### src/rtl/conv_window_feeder.sv
// conv_window_feeder: raster pixel stream to 3x3 signed windows for the PE array.
// Two line buffers supply the upper two window rows; a 3x3 shift window tracks the
// most recent three columns; one registered output stage with a valid/ready handshake.
module conv_window_feeder #(
  parameter int XW    = 8,
  parameter int IMG_W = 8,
  parameter int IMG_H = 8
) (
  input  logic                 i_clk,
  input  logic                 i_rst_n,
  input  logic                 i_valid,
  input  logic signed [XW-1:0] i_x,
  output logic                 o_ready,
  output logic                 o_valid,
  input  logic                 i_ready,
  output logic [9*XW-1:0]      o_win,
  output logic                 o_last
);

  localparam int CW = (IMG_W > 1) ? $clog2(IMG_W) : 1;
  localparam int RW = (IMG_H > 1) ? $clog2(IMG_H) : 1;
  localparam logic [CW-1:0] COL_LAST = CW'(IMG_W - 1);
  localparam logic [RW-1:0] ROW_LAST = RW'(IMG_H - 1);
  localparam logic [CW-1:0] COL_TWO  = CW'(2);
  localparam logic [RW-1:0] ROW_TWO  = RW'(2);

  logic [CW-1:0]        col_q, col_d;
  logic [RW-1:0]        row_q, row_d;
  logic signed [XW-1:0] win_q [9];
  logic signed [XW-1:0] win_d [9];
  logic                 o_valid_q, o_valid_d;
  logic                 o_last_q, o_last_d;
  logic [9*XW-1:0]      o_win_q, o_win_d;

  // Line buffers hold pixels of row-1 (lb1) and row-2 (lb2), indexed by column.
  logic signed [XW-1:0] lb1_mem [IMG_W];
  logic signed [XW-1:0] lb2_mem [IMG_W];

  logic accept;
  logic emit;

  // Ready depends only on the output register, never on i_valid.
  assign o_ready = i_ready || !o_valid_q;
  assign accept  = i_valid && o_ready;
  assign emit    = accept && (row_q >= ROW_TWO) && (col_q >= COL_TWO);

  assign o_valid = o_valid_q;
  assign o_last  = o_last_q;
  assign o_win   = o_win_q;

  // Next-state: window shift and raster counters on accept, output register load/clear.
  always_comb begin
    col_d     = col_q;
    row_d     = row_q;
    win_d     = win_q;
    o_valid_d = o_valid_q;
    o_last_d  = o_last_q;
    o_win_d   = o_win_q;

    if (accept) begin
      for (int r = 0; r < 3; r++) begin
        win_d[3*r]   = win_q[3*r+1];
        win_d[3*r+1] = win_q[3*r+2];
      end
      win_d[2] = lb2_mem[col_q];
      win_d[5] = lb1_mem[col_q];
      win_d[8] = i_x;

      if (col_q == COL_LAST) begin
        col_d = '0;
        row_d = (row_q == ROW_LAST) ? '0 : row_q + 1'b1;
      end else begin
        col_d = col_q + 1'b1;
      end
    end

    if (emit) begin
      o_valid_d = 1'b1;
      o_last_d  = (row_q == ROW_LAST) && (col_q == COL_LAST);
      for (int k = 0; k < 9; k++) begin
        o_win_d[XW*k +: XW] = win_d[k];
      end
    end else if (i_ready) begin
      // Window consumed (or nothing pending) and no new one completes.
      o_valid_d = 1'b0;
      o_last_d  = 1'b0;
    end
  end

  // Control, window and output registers; asynchronous reset discards any pending window.
  always_ff @(posedge i_clk or negedge i_rst_n) begin
    if (!i_rst_n) begin
      col_q     <= '0;
      row_q     <= '0;
      o_valid_q <= 1'b0;
      o_last_q  <= 1'b0;
      o_win_q   <= '0;
      for (int k = 0; k < 9; k++) begin
        win_q[k] <= '0;
      end
    end else begin
      col_q     <= col_d;
      row_q     <= row_d;
      o_valid_q <= o_valid_d;
      o_last_q  <= o_last_d;
      o_win_q   <= o_win_d;
      win_q     <= win_d;
    end
  end

  // Line buffer update on accept: the row-1 entry ages into row-2, the new pixel into row-1.
  always_ff @(posedge i_clk) begin
    if (accept) begin
      lb2_mem[col_q] <= lb1_mem[col_q];
      lb1_mem[col_q] <= i_x;
    end
  end

endmodule
### config.mk
export PLATFORM = sky130hd
export DESIGN_NAME = conv_window_feeder
export DESIGN_NICKNAME = d
export VERILOG_FILES = /design/src/rtl/conv_window_feeder.sv
export SDC_FILE = /design/constraint.sdc
export NUM_CORES = 1
export LEC_CHECK = 0
export CAP_MARGIN = 20
export CORE_AREA = 3 3 142 144
export CTS_CLUSTER_SIZE = 25
export DETAILED_ROUTE_END_ITERATION = 6
export DIE_AREA = 0 0 145 147
export GPL_TIMING_DRIVEN = 0
export MAX_ROUTING_LAYER = met4
export PLACE_DENSITY = 0.86
export SLEW_MARGIN = 20
export SYNTH_ARGS = -nofsm -noshare
export SYNTH_HDL_FRONTEND = slang
export SYNTH_SLANG_ARGS = --single-unit
### constraint.sdc
create_clock -name i_clk -period 2.86 [get_ports i_clk]
set_input_delay 0.286 -clock i_clk [delete_from_list [all_inputs] [get_ports i_clk]]
set_output_delay 0.286 -clock i_clk [all_outputs]
set_load 0.1 [all_outputs]
==> out/results.txt <==
Ys async rst share = 54.3%
Count of cell types in the netlist = 43
Final worst-path cycle share = 96.9%
Slew @ Worst Pin = 1.03 ns
Vias per cell = 5.87
First-pass GRT wire length = 37,900 um
Antenna Violating Nets Remaining = 0
Antenna Cells = 0
Placer Congestion = 0.845
Routed WL = 24,000 um
Register area share after synthesis = 70.1%
XOR/XNOR Fraction of Synth Area = 0%
Share of layout cells above drive strength 1 = 29.8%
Final WS setup = 0.0888 ns
Top FF cell, synth = dfrtp_1
Site Rows = 50
EDFF count, synth = 128
Fin. Hold Viols = 0
Max Slew Vio Count = 0
Synth Area in Simple Gates = 3.20%
WP data arrival = 3.18 ns
Post-layout util = 70.1%
Yosys reg bits = 280
Tmin final = 2.77 ns
GRT Residual Overflow = 0
Outcome = completed
Setup Crit Path Kind = reg -> reg
IO Count = 87
Largest family of logic cells by synthesized area = multiplexers
Clock Pin Slew Worst Setup and Hold Paths = 0.07 ns
Ys Warns = 0
Data required time at the worst endpoint = 3.27 ns
Gr usage total = 23.2%
Initial Util = 58.0%
Vias in the first global route = 6,590
Synth Area in Compound Gates = 3.32%
Critical-path cell list = clkbuf_4 > inv_1 > buf_4 > ha_1 > or3_1 > nand4_1 > buf_2 > mux2_2
Initial antenna violation count = 0
Largest net degree at the start of global routing = 105
DRT iter0 DRCs = 523
Worst path max stage delay = 0.41 ns
Worst skew pair latency = 0.53 ns
Full die area = 0.0213 mm2
TritonCTS Buffers = 26
Synthesized area per cell = 17.5 um2
Placed cell areas = 0.0123 mm2
Hold Slack = 0.235 ns
1st-pass router iterations = 5
Clock Tree Buf Depth = 3
Syn Inst Count = 622
Routed len/inst = 23.4 um
# fillers = 1,070
# H-tree levels = 1
# clock sinks = 280
Multiplexer share of the synthesized area = 20.0%
CP Launch Type = register
Fmax = 361 MHz
Final instance area = 0.0132 mm2
DR vias = 6,020
CTS root buf = clkbuf_16
Max-cap violations = 0
Slew Limit Headroom = 31.0%
Clk_skew = 0.0114 ns
CP max-delay cell = dfrtp_1
Die height = 147 um
Adder-cell area share of the yosys netlist = 0.688%
HPWL after detailed placement = 15,800 um
PortBufs = 86
Synthesized cell area = 0.0109 mm2
Crit end category = register
CTS tree = done
Syn nets = 640
Total core area = 0.0188 mm2
Worst Hold Class = in -> async
Critical Path Fanout Max = 10
Syn-to-layout area delta = 20.9%
DRC Markers = 0
Nets = 764
Final setup fails = 0
Pre-CTS WS = -0.242 ns
Die width = 145 um
## timing repair
action | 4_1_cts | 5_1_grt
hold buffers | 1 | 0
gates resized for setup | 3 | 4
buffers inserted | 0 | 1
endpoints found under the hold margin | 48 | 0
pin swaps | 0 | 1
endpoints found under the setup margin | 102 | 22
## cell usage in the layout, fill, tap and decap left out, types with 3 or more instances in the layout
cell type        instances
nand2_1                 33
mux4_2                  18
clkbuf_1                 9
a22oi_1                  3
a221oi_1                 3
dfrtp_1                152
nand3_1                  3
o21ai_0                 30
inv_1                   13
bufinv_16                4
clkinvlp_2               3
nor4b_1                  3
buf_8                   12
o22a_1                   3
clkbuf_16               27
buf_6                    8
a31oi_1                  3
or3_1                    3
ha_1                     6
clkinv_1                 7
mux2i_1                 21
mux2_2                  70
buf_4                    4
nor2_2                   4
clkdlybuf4s50_1         85
nor3_1                   3
o211ai_1                 3
a21oi_1                  4
buf_2                   11
edfxtp_1               128
mux2_4                  51
nor3_4                   4
## synthesized netlist by cell type, types with 2 or more instances
master    instances  area share [%]
inv_1            13            0.45
clkbuf_1          8            0.28
a211oi_1          2            0.14
mux2_4           51             7.0
o22a_1            3            0.24
o21ai_0          30             1.4
or3_1             3            0.17
nand4_1           2            0.11
ha_1              6            0.69
nand3_1           3            0.14
buf_4             3            0.21
nand2_1          33             1.1
a21oi_1           4            0.18
nand3b_1          2            0.14
a22oi_1           3            0.21
o32ai_1           2            0.16
nor4b_1           3            0.24
mux2i_1          22             2.0
nor2b_1           2            0.11
a31oi_1           3            0.17
or3b_2            2            0.16
edfxtp_1        128              35
dfrtp_1         152              35
buf_8             5            0.69
nor3_1            7            0.32
nor2_1            6            0.21
nand2b_1          2            0.11
buf_2            13            0.60
o211ai_1          3            0.21
mux4_2           18             3.7
mux2_2           70             7.2
a221oi_1          3            0.24
buf_6             5            0.52
## layout make-up
class,count,area (um2),area share (%)
well taps,260,325,2.47
inverters,13,48.8,0.370
flip-flops and latches,280,7650,58.0
plain buffers,34,259,1.96
clock inverters,17,180,1.37
clock buffers,30,687,5.21
repair buffers,97,1020,7.76
multi-input cells,294,3030,22.9
## metal layers
layer / wire length, um / vias up / global-route usage, %
met2: 12500 / 270 / 39.6
li1: - / 2561 / -
met5: 0 / - / -
met1: 9230 / 3135 / 28.9
met4: 619 / 0 / 7.51
met3: 1580 / 54 / 3.52
## state kept, by name, summed over array words and instances (netlist names)
name	count
col_q	3
lb2_mem	64
o_last	1
row_q	3
o_valid	1
win_q	72
lb1_mem	64
o_win	72
## cell families (layout without fill, tap and decap cells)
group | Yosys count | after routing
DFF | 280 | 280
and+or+nand+nor | 69 | 69
adders and majority gates | 6 | 6
muxes | 161 | 161
buffers and inverters | 48 | 191
AOI/OAI and AO/OA | 58 | 58
## final timing paths
check	start	to	slack, ns	depth (start not counted)
setup / recovery	col_q[0]	o_win[64]	0.09	8
hold / removal	i_rst_n	row_q[0]	0.24	2
setup reg to reg	col_q[0]	o_win[64]	0.09	8
hold reg to reg	win_q[30]	win_q[30]	0.48	2
max in group asynchronous	i_rst_n	o_win[60]	1.77	3
min in group i_clk	i_ready	o_last	0.46	3
## critical path: cells and delay by family (launching register included)
family                   cells  cell delay [ns]
adder cells (fa/ha/maj)      1             0.22
multiplexers                 1             0.39
flip-flops                   1             0.41
AND/OR/NAND/NOR              2             0.58
buffers and inverters        4             1.03
## metrics by stage
step	cells	TNS [ns]
2_1_floorplan	622	-2.37
3_3_place_gp	968	-694.03
3_5_place_dp	977	-13.91
4_1_cts	1025	0
5_1_grt	1025	-0.00716
6_report	1025	0
Power is left out: the tool's default activity adds up to more than one toggle a clock period on the data nets, which glitch-free logic cannot reach.
